**src/rtl/softmax_norm_pkg.sv**
```systemverilog
// Shared types, widths and helpers for the softmax normalisation controller.
package softmax_norm_pkg;

  localparam int unsigned D_W     = 16;
  localparam int unsigned ROW_LEN = 8;
  localparam int unsigned DIV_TMO = 15;
  localparam int unsigned IDX_W   = $clog2(ROW_LEN);
  localparam int unsigned TMO_W   = $clog2(DIV_TMO + 1);

  // Row sum needs log2(ROW_LEN) guard bits above the element width.
  function automatic int unsigned sum_width(input int unsigned dw, input int unsigned n);
    return dw + $clog2(n);
  endfunction

  localparam int unsigned SUM_W = sum_width(D_W, ROW_LEN);

  localparam logic [D_W-1:0] SAT_MAX = {1'b0, {(D_W-1){1'b1}}};

  typedef enum logic [2:0] {
    S_IDLE  = 3'd0,
    S_LOAD  = 3'd1,
    S_CHK   = 3'd2,
    S_ISSUE = 3'd3,
    S_WAIT  = 3'd4,
    S_OUT   = 3'd5
  } state_e;

  // Saturate the unsigned row sum to the largest positive D_W value.
  function automatic logic [D_W-1:0] sat_sum(input logic [SUM_W-1:0] s);
    if (|s[SUM_W-1:D_W-1]) return SAT_MAX;
    return s[D_W-1:0];
  endfunction

endpackage

```
**src/rtl/sm_row_buf.sv**
```systemverilog
// Row buffer: ROW_LEN x D_W register file, negative inputs clamped to 0 on write.
// Ports: clk/rst_n; we, wr_idx, wr_data write port; wr_clamp_c clamped write value;
//        rd_idx, rd_data_c combinational read port.
module sm_row_buf
  import softmax_norm_pkg::*;
(
  input  logic             clk,
  input  logic             rst_n,
  input  logic             we,
  input  logic [IDX_W-1:0] wr_idx,
  input  logic [D_W-1:0]   wr_data,
  output logic [D_W-1:0]   wr_clamp_c,
  input  logic [IDX_W-1:0] rd_idx,
  output logic [D_W-1:0]   rd_data_c
);

  logic [D_W-1:0] mem [ROW_LEN];

  assign wr_clamp_c = wr_data[D_W-1] ? '0 : wr_data;
  assign rd_data_c  = mem[rd_idx];

  // Storage
  always_ff @(posedge clk or negedge rst_n) begin
    if (!rst_n) begin
      for (int i = 0; i < int'(ROW_LEN); i++) mem[i] <= '0;
    end else if (we) begin
      mem[wr_idx] <= wr_clamp_c;
    end
  end

endmodule

```
**src/rtl/softmax_norm_ctrl.sv**
```systemverilog
// Softmax row normaliser: collects a row of exp() values, sums them, issues one
// divide per element over the start/valid divider handshake and streams the
// quotients out with backpressure. A zero-sum row skips the divider and emits zeros.
// Ports: clk, rst_n; in_vld/in_rdy/in_data element input; div_start, dividend,
//        divisor, quotient, div_vld divider interface; out_vld/out_rdy/out_data/
//        out_last result stream; err sticky divider timeout.
module softmax_norm_ctrl
  import softmax_norm_pkg::*;
(
  input  logic           clk,
  input  logic           rst_n,
  input  logic           in_vld,
  output logic           in_rdy,
  input  logic [D_W-1:0] in_data,
  output logic           div_start,
  output logic [D_W-1:0] dividend,
  output logic [D_W-1:0] divisor,
  input  logic [D_W-1:0] quotient,
  input  logic           div_vld,
  output logic           out_vld,
  input  logic           out_rdy,
  output logic [D_W-1:0] out_data,
  output logic           out_last,
  output logic           err
);

  localparam logic [IDX_W-1:0] LAST_IDX = IDX_W'(ROW_LEN - 1);
  localparam logic [TMO_W-1:0] TMO_LAST = TMO_W'(DIV_TMO - 1);

  state_e           state_q, state_nxt;
  logic [SUM_W-1:0] sum_q, sum_nxt;
  logic [IDX_W-1:0] wr_idx_q, wr_idx_nxt, rd_idx_q, rd_idx_nxt;
  logic [TMO_W-1:0] tmo_q, tmo_nxt;
  logic             zero_q, zero_nxt;
  logic             in_rdy_nxt, div_start_nxt, out_vld_nxt, out_last_nxt, err_nxt;
  logic [D_W-1:0]   dividend_nxt, divisor_nxt, out_data_nxt;
  logic             buf_we_c, in_acc_c, out_acc_c;
  logic [D_W-1:0]   wr_clamp_c, rd_data_c;

  sm_row_buf u_buf (
    .clk        (clk),
    .rst_n      (rst_n),
    .we         (buf_we_c),
    .wr_idx     (wr_idx_q),
    .wr_data    (in_data),
    .wr_clamp_c (wr_clamp_c),
    .rd_idx     (rd_idx_q),
    .rd_data_c  (rd_data_c)
  );

  assign in_acc_c  = in_vld & in_rdy;
  assign out_acc_c = out_vld & out_rdy;

  // State and output registers
  always_ff @(posedge clk or negedge rst_n) begin
    if (!rst_n) begin
      state_q   <= S_IDLE;
      sum_q     <= '0;
      wr_idx_q  <= '0;
      rd_idx_q  <= '0;
      tmo_q     <= '0;
      zero_q    <= 1'b0;
      in_rdy    <= 1'b0;
      div_start <= 1'b0;
      dividend  <= '0;
      divisor   <= '0;
      out_vld   <= 1'b0;
      out_data  <= '0;
      out_last  <= 1'b0;
      err       <= 1'b0;
    end else begin
      state_q   <= state_nxt;
      sum_q     <= sum_nxt;
      wr_idx_q  <= wr_idx_nxt;
      rd_idx_q  <= rd_idx_nxt;
      tmo_q     <= tmo_nxt;
      zero_q    <= zero_nxt;
      in_rdy    <= in_rdy_nxt;
      div_start <= div_start_nxt;
      dividend  <= dividend_nxt;
      divisor   <= divisor_nxt;
      out_vld   <= out_vld_nxt;
      out_data  <= out_data_nxt;
      out_last  <= out_last_nxt;
      err       <= err_nxt;
    end
  end

  // Next-state and next-output logic
  always_comb begin
    state_nxt    = state_q;
    sum_nxt      = sum_q;
    wr_idx_nxt   = wr_idx_q;
    rd_idx_nxt   = rd_idx_q;
    tmo_nxt      = tmo_q;
    zero_nxt     = zero_q;
    dividend_nxt = dividend;
    divisor_nxt  = divisor;
    out_data_nxt = out_data;
    err_nxt      = err;
    buf_we_c     = 1'b0;

    case (state_q)
      S_IDLE: begin
        if (in_acc_c) begin
          buf_we_c   = 1'b1;
          sum_nxt    = SUM_W'(wr_clamp_c);
          wr_idx_nxt = IDX_W'(1);
          state_nxt  = S_LOAD;
        end
      end
      S_LOAD: begin
        if (in_acc_c) begin
          buf_we_c = 1'b1;
          sum_nxt  = sum_q + SUM_W'(wr_clamp_c);
          if (wr_idx_q == LAST_IDX) begin
            wr_idx_nxt = '0;
            state_nxt  = S_CHK;
          end else begin
            wr_idx_nxt = wr_idx_q + IDX_W'(1);
          end
        end
      end
      S_CHK: begin
        divisor_nxt = sat_sum(sum_q);
        rd_idx_nxt  = '0;
        zero_nxt    = (sum_q == '0);
        if (sum_q == '0) begin
          out_data_nxt = '0;
          state_nxt    = S_OUT;
        end else begin
          state_nxt = S_ISSUE;
        end
      end
      S_ISSUE: begin
        dividend_nxt = rd_data_c;
        tmo_nxt      = '0;
        state_nxt    = S_WAIT;
      end
      S_WAIT: begin
        // A result arriving on the last allowed cycle still wins over the timeout.
        if (div_vld) begin
          out_data_nxt = quotient;
          state_nxt    = S_OUT;
        end else if (tmo_q == TMO_LAST) begin
          err_nxt      = 1'b1;
          out_data_nxt = '0;
          state_nxt    = S_OUT;
        end else begin
          tmo_nxt = tmo_q + TMO_W'(1);
        end
      end
      S_OUT: begin
        if (out_acc_c) begin
          if (rd_idx_q == LAST_IDX) begin
            rd_idx_nxt = '0;
            state_nxt  = S_IDLE;
          end else begin
            rd_idx_nxt = rd_idx_q + IDX_W'(1);
            state_nxt  = zero_q ? S_OUT : S_ISSUE;
          end
        end
      end
      default: state_nxt = S_IDLE;
    endcase

    // Handshake outputs are registered copies of the next state.
    in_rdy_nxt    = (state_nxt == S_IDLE) || (state_nxt == S_LOAD);
    div_start_nxt = (state_nxt == S_WAIT);
    out_vld_nxt   = (state_nxt == S_OUT);
    out_last_nxt  = (state_nxt == S_OUT) && (rd_idx_nxt == LAST_IDX);
  end

endmodule

```
**config.mk**
```make
export PLATFORM = sky130hd
export DESIGN_NAME = softmax_norm_ctrl
export DESIGN_NICKNAME = d
export VERILOG_FILES = /design/src/rtl/softmax_norm_pkg.sv /design/src/rtl/sm_row_buf.sv /design/src/rtl/softmax_norm_ctrl.sv
export SDC_FILE = /design/constraint.sdc
export NUM_CORES = 1
export LEC_CHECK = 0
export CAP_MARGIN = 25
export CORE_ASPECT_RATIO = 0.5
export CORE_MARGIN = 2
export CORE_UTILIZATION = 30
export CTS_CLUSTER_SIZE = 20
export DETAILED_ROUTE_END_ITERATION = 6
export DONT_BUFFER_PORTS = 1
export PLACE_DENSITY = 0.47
export SYNTH_ARGS = -nofsm -noshare
export SYNTH_HDL_FRONTEND = slang
export SYNTH_SLANG_ARGS = --single-unit
export TNS_END_PERCENT = 5
```
**constraint.sdc**
```tcl
create_clock -name clk -period 3.6 [get_ports clk]
set_clock_uncertainty 0.1 [all_clocks]
set_input_delay 1.08 -clock clk [delete_from_list [all_inputs] [get_ports clk]]
set_output_delay 1.08 -clock clk [all_outputs]
set_load 0.02 [all_outputs]
```
Word level (Yosys, flattened, before mapping) --
Cells that the tools add are included.
Cells by class: magnitude comparators 3, $mul 0, muxes and demuxes 40, equality and inequality tests 18, add/subtract/negate cells 4, divide/modulo/power cells 0, bitwise operators 5, shift-type cells 0, reductions and logical operators 15
Operator list (number):
- $bwmux W128 | 1
- $mux W16 | 8
- $bmux W16 S3 | 1
- $demux W16 S3 | 1
- $mux W3 | 14
- $mux W19 | 2
- $pmux W19 S2 | 1
- $pmux W16 S2 | 1
- $eq A3 B3 Y1 const B | 7
- $add A19 B16 Y19 | 1
- $logic_not A19 Y1 | 1
- $pmux W3 S6 | 1
- $mux W15 | 1
- $pmux W3 S2 | 2
- $reduce_and A3 Y1 | 4
- $ne A2 B2 Y1 const B | 5
- $ge A4 B4 Y1 const B | 2
- $mux W4 | 2
- $not A3 Y4 | 2
- $pmux W4 S2 | 1
- $add A3 B1 Y3 const B | 2
- $eq A3 B1 Y1 const B | 2
- $eq A3 B2 Y1 const B | 2
- $logic_not A3 Y1 | 2
- 12 further kinds | 19
Word-level totals: bits of input ports 37, memory bits (writable) 0, ROM bits 0, bits in latches 0, output and inout bits 53, bits in registers 214, memories kept 0

Depth between registers and ports, before layout --
Gate-level depths: netlist (run 1).
depth after elaboration 6, mapped depth 13, mapped depth without buffers 11

Hierarchy --
Synthesis (run 1) repeated with hierarchy kept, for this count alone.
Unflattened totals: cells, all modules 773, area, all modules 10395.0 sq um
Modules (own cells, without submodules):
- sm_row_buf | cells an instance 350, area each 5958.2 sq um, times used 1
- softmax_norm_ctrl | cells an instance 423, area each 4436.8 sq um, times used 1

Worst setup path before layout (run 1) --
Ideal clock, no wire load.
path kind input to register, from in in_data[15], to reg sum_q[16], arrival time 3.253 ns, path slack 0.161 ns, buffers on the path 2, stages on the path 13, setup time 0.087 ns, data required time 3.413 ns, path through clkbuf_1 > nand2b_1 > clkbuf_1 > inv_1 > ha_1 > inv_1 > fa_1 > nand2b_1 > a21oi_1 > o21ba_2 > o211ai_1 > a2111o_1 > o211ai_1
Between the ends: word-level cells in the longest chain between the ends 4
Ends and longest elaborated chain:
- start: declaration | line softmax_norm_ctrl.sv:14 | input logic [D_W-1:0] in_data,
- $mux W15 | line sm_row_buf.sv:19 | assign wr_clamp_c = wr_data[D_W-1] ? '0 : wr_data;
- via u_buf.wr_clamp_c[0] | line sm_row_buf.sv:12 | output logic [D_W-1:0] wr_clamp_c,
- $add A19 B16 Y19 | line softmax_norm_ctrl.sv:115 | sum_nxt = sum_q + SUM_W'(wr_clamp_c);
- $mux W19 | line softmax_norm_ctrl.sv:113 | if (in_acc_c) begin
- $pmux W19 S2 | line softmax_norm_ctrl.sv:103 | case (state_q)
- end signal: assignment | line softmax_norm_ctrl.sv:73 | sum_q <= sum_nxt;
- end: declaration | line softmax_norm_ctrl.sv:31 | logic [SUM_W-1:0] sum_q, sum_nxt;
The timed path passes the listed nets, and every way through them passes these cells. The select of a mux whose other input is x is not followed. A chain may end at the register's enable or synchronous reset.

Worst setup path after layout (run 1) --
Same ends and word-level chain as after synthesis.

==> results of run 1 <==
## per-stage QoR
stage                     total power [W]  setup WS, ns
after floorplan                   0.00607         0.161
after global placement            0.00686         0.250
after detailed placement          0.00695         0.209
after CTS                         0.00927         0.732
after global routing              0.00983         0.488
final                             0.00916         0.718
## cells by family after synthesis
group                      synth area share, %
AOI/OAI and AO/OA                         16.6
other                                   0.0386
adders and majority gates                 2.91
buffers and inverters                     4.07
DFF                                       52.9
muxes                                     9.17
xor gates and xnor gates                 0.632
and+or+nand+nor                           13.7
## area by class of cell
| type | count | area (um2) | area share, % |
|---|---|---|---|
| inverters | 27 | 101 | 0.931 |
| multi-input cells | 633 | 4180 | 38.4 |
| repair buffers | 29 | 218 | 2.00 |
| clock inverters | 6 | 91.3 | 0.839 |
| well taps | 432 | 541 | 4.96 |
| clock buffers | 32 | 628 | 5.77 |
| flip-flops and latches | 205 | 5130 | 47.1 |
## cell usage in the layout (no fill, tap or decap), drive strengths merged, types with 4 or more instances in the layout
master / Yosys / layout
mux2i: 18 / 18
xnor2: 5 / 5
o22a: 15 / 15
a22o: 18 / 18
clkinv: 0 / 4
a31oi: 5 / 5
a21o: 7 / 7
nand4: 6 / 6
o211ai: 5 / 5
and3: 4 / 4
o21ai: 156 / 156
a211oi: 6 / 6
nor2b: 4 / 4
nor2: 40 / 40
nand3: 10 / 10
inv: 27 / 27
dfrtp: 205 / 205
nand2: 167 / 167
nor3: 11 / 11
nor4: 6 / 6
buf: 14 / 29
mux4: 30 / 30
ha: 21 / 21
clkbuf: 55 / 32
a21oi: 27 / 27
nand2b: 22 / 22
or3: 4 / 4
## per-layer routing
metal	routed length, um	global-route usage [%]	vias to the layer above
li1	-	-	3275
met1	12500	23.1	3368
met2	11000	22.7	165
met3	1810	3.57	33
met4	470	3.24	0
met5	0	0	-
## power groups by stage
stage	registers [W]	logic (W)	clock network, W
final	0.00419	0.00268	0.00228
after floorplan	0.00393	0.00214	0
after CTS	0.00421	0.00270	0.00236
after global routing	0.00434	0.00304	0.00245
after detailed placement	0.00425	0.00270	0
after global placement	0.00422	0.00264	0
## worst min-delay path by stage
stage	endpoint	cells past startpoint	slack (ns)	start
CTS	u_buf.mem[37]$_DFFE_PN0P_	0	0.14	rst_n
global route	divisor[13]$_DFFE_PN0P_	0	0.14	rst_n
detailed placement	u_buf.mem[91]$_DFFE_PN0P_	2	0.37	u_buf.mem[91]$_DFFE_PN0P_
finish	divisor[11]$_DFFE_PN0P_	0	0.16	rst_n
floorplan	u_buf.mem[16]$_DFFE_PN0P_	2	0.34	u_buf.mem[16]$_DFFE_PN0P_
global placement	u_buf.mem[44]$_DFFE_PN0P_	2	0.36	u_buf.mem[44]$_DFFE_PN0P_
## sequential cells by signal, indices dropped and copies added (netlist names)
register	count
zero_q	1
out_last	1
out_data	16
out_vld	1
sum_q	19
div_start	1
err	1
tmo_q	4
rd_idx_q	3
state_q	3
u_buf.mem	120
divisor	16
wr_idx_q	3
in_rdy	1
dividend	15
## critical path: stages
cell	delay [ns]
nand2b_1	0.25
inv_1	0.12
ha_1	0.41
nand2_1	0.13
o21ai_0	0.45
o211ai_1	0.26
a2111o_1	0.41
o211ai_1	0.09
==> metrics.txt, run 1 <==
status complete, no violations; worst r2r path cells 9; Layout fillers roughly 3,200; # hold bufs at CTS 0; Max clock buf depth 3; CP arrival around 3.2 ns; sw power between 0.003 and 0.004 W; Starting Density a little under a third; # IOs 90; actual slew at the worst max-slew pin 0.751 ns; Synth top area share 52.9%; internal power about 0.0058 W; Crit Path Max Fanout 15; reg2reg setup slack about 0.98 ns; vias in the first global route just under 7,000; global route overflow 0; Clk pin slew, worst setup/hold paths around 0.060 ns; synth unique cells 67; crit path launch in_data[15]; First-pass DRT Iterations 5; Max Slew Vio Count 0; CTS resizes 0; GR Util All Layers between 10% and 20%; min Tclk post-route a little under 3 ns; count leader, synth dfrtp_1; Leakage 4.79 nW; worst r2r src sum_q[0]$_DFFE_PN0P_; # Max-Cap Violations 0; dominant cell type by area after synthesis dfrtp_1; first-pass GRT wire length roughly 41,000 um; drt drc 0; Reg power frac 45.8%; worst relative slew slack between 40% and 50%; endpoints failing setup 0; final core utilization ~34%; Routed wire per std cell about 19 um; drt via density ~5; # rows 46; Clk pwr share 24.9%; pwr/cell area roughly 840 nW/um2; post-CTS setup buffers 0; Final Hold Viols 0; Die H between 100 and 150 um; hold slack around 0.16 ns; Syn Nets between 900 and 1,000; H-Tree Depth 1; Skew-Pair Late Insertion Delay about 0.51 ns; post-synthesis cell count 934; DRT iter0 DRCs roughly 520; DP Area slightly above 10,000 um2; CTS tree built; Max Freq 0.347 GHz; placed insts approximately 1,300; cell area after layout 10,900 um2; initial antenna violation count 0; Vias between 6,000 and 7,000; synthesized area 9710 um2; RSZ-0062 raised after global routing no; FF-to-FF End sum_q[16]$_DFFE_PN0P_; die width around 260 um; Post-synth ARST share between 90% and 100%; final period utilization 80.1%; Primary FF master, synth dfrtp_1; core area between 30,000 and 40,000 um2; largest net degree at the start of global routing about 210; Yosys reg bits between 200 and 250; GP Congestion ~0.82; CTS sink count just over 200; total negative slack 0 ns; post-route insts no fill ~1,400; area delta synth->final 12.2%; share of cells above drive strength 1 around an eighth; most frequent cells after synthesis dfrtp_1 (205), nand2_1 (166), o21ai_0 (155); detailed placement HPWL around 17,000 um; CP endpoint sum_q[16]$_DFFE_PN0P_; combinational power share approximately 29%; Critical Path Start Type input port; Routed WL 25,800 um; leading post-synthesis cells by cell area dfrtp_1 (53%), o21ai_0 (8.0%), mux4_2 (7.0%); register area share after synthesis 52.9%; WP data required between 3 and 4 ns; Yosys warnings 0; synthesized area per cell 10.4 um2; peak supply drop between 0.0003 and 0.0004 V; clock root cell clkbuf_16; remaining antenna violation count 0; diode count 0; min-delay worst type input port to asynchronous set/reset pin; cts bufs inserted 22; critical path type input port to flip-flop; number of enable flip-flop cells after synthesis 0; sw frac a little under two fifths; DIE AREA 33,900 um2; fin nets ~980; crit end category flip-flop; Port Buffers 0
(Power assumes the default switching activity.)
==> run 2, diff against run 1 <==
==> constraint.sdc (replaced) <==
create_clock -name clk -period 2.8 [get_ports clk]
set_clock_uncertainty 0.1 [all_clocks]
set_input_delay 0.84 -clock clk [delete_from_list [all_inputs] [get_ports clk]]
set_output_delay 0.84 -clock clk [all_outputs]
set_load 0.02 [all_outputs]
==> run 2 against run 1 <==
  * The run now ends with hold timing left
  * Total power increased by 34%
  * Critical path type unchanged
  * Register-to-register slack lost 0.54 ns
  * Largest power group unchanged
  * Cell area is 2.7% higher
  * Sequential cell count stayed put
  * Sequential share of layout area is 1.2 points lower
==> metrics.txt, run 2 (synthesis gave the netlist of run 1 again) <==
status complete, but fails checks; failing checks hold timing; DRT iter0 DRCs 503 (-3.5%); final period utilization between 80% and 90%; CTS sink count 205 (unchanged); max reg flops 120 (unchanged); crit path launch in_data[15]; min Tclk post-route ~2.4 ns; worst relative slew slack 55.1% (+5.2 points); global route overflow 0 (unchanged); die width 258 um (unchanged); Starting Density 30.5% (unchanged); GR Util All Layers 15.7% (+0.23 points); commonest non-fill, non-tap cells in the layout dfrtp_1 (204), nand2_1 (166), o21ai_0 (155); vias in the first global route 7,021 (+2.9%); core area 31,800 um2 (unchanged); Port Buffers 0 (unchanged); largest net degree at the start of global routing 206 (unchanged); Final Power 0.0122 W (+34%); diode count 0 (unchanged); Worst path max stage delay 0.44 ns (about the same); DIE AREA 33,900 um2 (unchanged); worst r2r src wr_idx_q[0]$_DFFE_PN0P_; Clk pin slew, worst setup/hold paths 0.06 ns (about the same); Clk pwr share 26.2% (+1.3 points); endpoints failing setup 0 (unchanged); Max Freq roughly 0.42 GHz; cts bufs inserted 22 (unchanged); combinational power share 29.8% (+0.5 points); reg2reg setup slack 0.44 ns (-0.54 ns); drt drc 0 (unchanged); sw power 0.00444 W (+31%); CP arrival 2.70 ns (-0.51 ns); actual slew at the worst max-slew pin 0.672 ns (-0.0781 ns); fin nets 999 (+2.3%); Crit Path Max Fanout 15 (unchanged); Routed wire per std cell 18.8 um (-0.72%); peak supply drop 0.000378 V (+9.1%); # IOs 90 (unchanged); Reg power frac 44.0% (-1.8 points); CTS resizes 0 (unchanged); critical path type input port to flip-flop; remaining antenna violation count 0 (unchanged); Routed WL 26,100 um (+0.96%); initial antenna violation count 0 (unchanged); First-pass DRT Iterations 5 (unchanged); pwr/cell area 1090 nW/um2 (+30%); hold slack -0.0818 ns (-0.246 ns); Leakage 4.95 nW (+3.3%); crit path cell chain nand2b_4 -> inv_4 -> ha_4 -> inv_2 -> fa_2 -> nand2b_4 -> a21oi_2 -> o21ba_2 -> o211ai_1 -> a2111o_1 -> o211ai_1; biggest regs u_buf.mem x120, sum_q x19; WP data required 3.13 ns (-0.79 ns); H-Tree Depth 1 (unchanged); Biggest register u_buf.mem; share of cells above drive strength 1 15.0% (+3.1 points); RSZ-0062 raised after global routing no; area delta synth->final 15.2%; Skew-Pair Late Insertion Delay 0.52 ns (about the same); # rows 46 (unchanged); drt via density 5.02 (about the same); final setup margin 0.430 ns (-0.288 ns); min-delay worst type input port to asynchronous set/reset pin; CTS tree built; # Max-Cap Violations 0 (unchanged); clock root cell clkbuf_16; Layout fillers 3,186 (-0.78%); detailed placement HPWL 17,400 um (+2.3%); sw frac 36.3% (-0.79 points); worst r2r path cells 8 (-1); Max stage delay cell, worst path a2111o_1; FF-to-FF End tmo_q[3]$_DFFE_PN0P_; first-pass GRT wire length 41,900 um (+1.5%); most common cell after layout, fill and taps aside dfrtp_1; Critical Path Start Type input port; crit end category flip-flop; Max clock buf depth 3 (unchanged); post-CTS setup buffers 0 (unchanged); internal power 0.00780 W (+35%); GP Congestion 0.846 (+2.9%); Die H 131 um (unchanged); Placement Setup Slack -0.0858 ns (-0.294 ns); Max Slew Vio Count 0 (unchanged); Final Hold Viols 68 (+68); Vias 6,960 (+1.7%)
[run 2: changes by cell type in the layout (fill, tap and decap cells not counted), sizes merged]
| cell | delta |
|---|---|
| clkinv | -1 |
| bufinv | +2 |
| buf | +22 |
[run 2: power by group through the flow]
stage          Sequential, W  Combinational [W]  Clock [W]
2_1_floorplan        0.00505            0.00277          0
3_3_place_gp         0.00541            0.00358          0
3_5_place_dp         0.00546            0.00367          0
4_1_cts              0.00541            0.00368    0.00329
5_1_grt              0.00558            0.00413    0.00343
6_report             0.00539            0.00365    0.00321
[run 2: area by class of cell]
type / count / area, um2 / share of cell area, %
Clock buffer: 32 / 659 / 5.90
Clock inverter: 7 / 139 / 1.24
Inverter: 27 / 104 / 0.929
Multi-Input combinational cell: 633 / 4210 / 37.7
Sequential cell: 205 / 5130 / 45.9
Tap cell: 432 / 541 / 4.83
Timing Repair Buffer: 51 / 395 / 3.54
[run 2: how the worst max path moves through the flow]
stage	to	slack (ns)	depth (start not counted)
6_report	sum_q[16]$_DFFE_PN0P_	0.43	11
3_3_place_gp	sum_q[16]$_DFFE_PN0P_	-0.06	11
3_5_place_dp	sum_q[18]$_DFFE_PN0P_	-0.09	12
5_1_grt	tmo_q[3]$_DFFE_PN0P_	0.31	8
4_1_cts	sum_q[16]$_DFFE_PN0P_	0.45	11
2_1_floorplan	sum_q[16]$_DFFE_PN0P_	-0.28	13
[run 2: worst max-delay path, delay by kind of cell]
family	cells	cell delay, ns
AO/OA/AOI/OAI	5	0.99
adder cells (fa/ha/maj)	2	0.50
buffers and inverters	2	0.09
AND/OR/NAND/NOR	2	0.29
[run 2: routing by layer]
| metal | wire length (um) | vias up | share of wire (%) | track usage [%] |
|---|---|---|---|---|
| li1 | - | 3320 | - | - |
| met1 | 13000 | 3479 | 50 | 23.2 |
| met2 | 11300 | 133 | 43 | 23.5 |
| met3 | 1430 | 28 | 5.5 | 3.88 |
| met4 | 345 | 0 | 1.3 | 2.57 |
| met5 | 0 | - | 0 | 0 |
[run 2: stage by stage]
stage | hold slack, ns | util (%) | setup TNS, ns | area (um2) | std cells
6_report | -0.0818 | 35.2 | 0 | 11200 | 1387
5_1_grt | -0.113 | 35.2 | 0 | 11200 | 1387
4_1_cts | -0.103 | 35.2 | 0 | 11200 | 1387
3_5_place_dp | 0.366 | 32.7 | -0.294 | 10400 | 1348
3_3_place_gp | 0.356 | 32.7 | -0.161 | 10400 | 1348
2_1_floorplan | 0.345 | - | -1.26 | 9760 | 934
==> run 3, diff against run 2 <==
==> constraint.sdc (replaced) <==
create_clock -name clk -period 2.4 [get_ports clk]
set_clock_uncertainty 0.1 [all_clocks]
set_input_delay 0.72 -clock clk [delete_from_list [all_inputs] [get_ports clk]]
set_output_delay 0.72 -clock clk [all_outputs]
set_load 0.02 [all_outputs]
==> run 3 against run 2 <==
  * The flow still finishes with violations (hold timing)
  * Wire length rose by 0.88%
  * Sequential share of layout area fell by 0.57 points
  * Register-to-register slack got worse by 0.31 ns
  * Count of clock-buffer cells in the layout did not move
  * Combinational power rose by 28%
  * Hold slack got worse by 0.11 ns
  * Sequential cell count did not move
  * Core utilization rose by 0.46 points
  * Setup slack got worse by 0.30 ns
  * Critical endpoint unchanged
==> metrics.txt, run 3 (synthesis gave the netlist of run 1 again) <==
critical path type flip-flop to flip-flop; met3 WL 1530 um (+7.2%); reg2reg setup slack 0.13 ns (-0.31 ns); M1 WL 12,700 um (-2.1%); clock root cell clkbuf_16; most frequent CP cell o211ai_1; core area 31,800 um2 (unchanged); peak supply drop 0.000421 V (+11%); global route overflow 0 (unchanged); most common cell after layout, fill and taps aside dfrtp_1; fin nets 1,030 (+3.1%); hold slack -0.195 ns (-0.113 ns); Vias 6,965 (+0.072%); # Max-Cap Violations 0 (unchanged); final setup margin 0.132 ns (-0.298 ns); worst path bufs/invs 1 (-1); internal power 0.00893 W (+14%); sw power 0.00522 W (+17%); largest net degree at the start of global routing 206 (unchanged); DRT iter0 DRCs 464 (-7.8%); final core utilization 35.7% (+0.46 points); crit end category flip-flop; Die H 131 um (unchanged); Max Freq between 0.4 and 0.5 GHz; Top Metal Used met4; failing checks hold timing; Crit Path Max Fanout 3 (-12); routed wl met2 11,500 um (+1.9%); max reg flops 120 (unchanged); WP data required 2.73 ns (-0.40 ns); placed insts 1,379 (+2.3%); Critical Path Start Type flip-flop; detailed placement HPWL 17,800 um (+2.3%); drt via density 4.93 (-1.8%); min Tclk post-route 2.27 ns; Routed WL 26,300 um (+0.88%); H-Tree Depth 1 (unchanged); post-route insts no fill 1,414 (+1.9%); Port Buffers 0 (unchanged); Clk pwr share 23.0% (-3.2 points); final period utilization approximately 95%; cts bufs inserted 22 (unchanged); pwr/cell area 1250 nW/um2 (+14%); Layout fillers 3,199 (+0.41%); commonest non-fill, non-tap cells in the layout dfrtp_1 (202), nand2_1 (166), o21ai_0 (155); First-pass DRT Iterations 5 (unchanged); actual slew at the worst max-slew pin 0.681 ns (+0.00865 ns); Placement Setup Slack -0.367 ns (-0.281 ns); Max stage delay cell, worst path a2111o_1; Worst path top cell family by delay compound AO/OA/AOI/OAI gates; biggest regs u_buf.mem x120, sum_q x19; first-pass GRT wire length 41,100 um (-1.8%); min-delay worst type input port to asynchronous set/reset pin; Clk pin slew, worst setup/hold paths 0.06 ns (about the same); area delta synth->final 16.7%; # rows 46 (unchanged); CTS sink count 205 (unchanged); diode count 0 (unchanged); combinational power share 33.1% (+3.3 points); Max Slew Vio Count 0 (unchanged); crit path cell chain ha_4 -> inv_2 -> fa_2 -> nand2b_4 -> a21oi_4 -> o21ba_2 -> o211ai_1 -> a2111o_1 -> o211ai_1; sw frac 36.9% (+0.61 points); status complete, but fails checks; Skew-Pair Late Insertion Delay 0.51 ns (about the same); RSZ-0062 raised after global routing no; Biggest register u_buf.mem; Reg power frac 43.9% (about the same); Final Hold Viols 205 (+200%); CP arrival 2.59 ns (-0.11 ns); FF-to-FF End sum_q[16]$_DFFE_PN0P_; GP Congestion 0.880 (+4.0%); endpoints failing setup 0 (unchanged); die width 258 um (unchanged); share of cells above drive strength 1 17.7% (+2.7 points); GR Util All Layers 15.5% (-0.17 points); worst r2r path cells 9 (+1); # IOs 90 (unchanged); Max clock buf depth 3 (unchanged); CTS tree built; Leakage 5.05 nW (+2.1%); DIE AREA 33,900 um2 (unchanged); worst r2r src sum_q[0]$_DFFE_PN0P_; drt drc 0 (unchanged); Worst path max stage delay 0.42 ns (-0.02 ns); Starting Density 30.5% (unchanged); remaining antenna violation count 0 (unchanged); Routed wire per std cell 18.6 um (-1.1%); vias in the first global route 6,934 (-1.2%); initial antenna violation count 0 (unchanged); worst relative slew slack 54.5% (-0.58 points)
## run 3: layout make-up
class | instances | area [um2] | area share [%]
sequential | 205 | 5130 | 45.3
multi-input combinational | 633 | 4230 | 37.3
timing repair buffer | 82 | 641 | 5.65
tap | 432 | 541 | 4.77
clock inverter | 3 | 26.3 | 0.232
inverter | 27 | 104 | 0.917
clock buffer | 32 | 658 | 5.81
## run 3: worst max-delay path by stage
stage                         startpoint                     to  slack (ns)  cells past startpoint
floorplan                    in_data[15]  sum_q[16]$_DFFE_PN0P_       -0.56                     13
global placement             in_data[15]  sum_q[16]$_DFFE_PN0P_       -0.36                     11
detailed placement           in_data[15]  sum_q[16]$_DFFE_PN0P_       -0.37                     11
CTS                 sum_q[0]$_DFFE_PN0P_  sum_q[16]$_DFFE_PN0P_        0.06                      9
global route        sum_q[0]$_DFFE_PN0P_  sum_q[16]$_DFFE_PN0P_        0.01                      9
finish              sum_q[0]$_DFFE_PN0P_  sum_q[16]$_DFFE_PN0P_        0.13                      9
## run 3: metrics by stage
| stage | cell area (um2) | power [W] | TNS, ns |
|---|---|---|---|
| floorplan | 9760 | 0.00913 | -5.16 |
| global placement | 10600 | 0.0108 | -3.14 |
| detailed placement | 10600 | 0.0110 | -3.49 |
| CTS | 11300 | 0.0143 | 0 |
| global route | 11300 | 0.0152 | 0 |
| finish | 11300 | 0.0141 | 0 |
## run 3: per-layer routing
layer / GRT usage [%] / vias to the layer above
li1: - / 3376
met1: 22.6 / 3414
met2: 23.4 / 140
met3: 3.49 / 35
met4: 3.63 / 0
met5: 0 / -
## run 3: power by group through the flow
| stage | clock network (W) | logic (W) | registers, W |
|---|---|---|---|
| 2_1_floorplan | 0 | 0.00323 | 0.00590 |
| 3_3_place_gp | 0 | 0.00463 | 0.00622 |
| 3_5_place_dp | 0 | 0.00470 | 0.00628 |
| 4_1_cts | 0.00335 | 0.00472 | 0.00623 |
| 5_1_grt | 0.00351 | 0.00525 | 0.00640 |
| 6_report | 0.00325 | 0.00469 | 0.00621 |
## run 3: repair_timing
item,in CTS,in global routing
endpoints found under the hold margin,205,205
gates resized for setup,0,4
endpoints found under the setup margin,0,4
buffers inserted,0,0
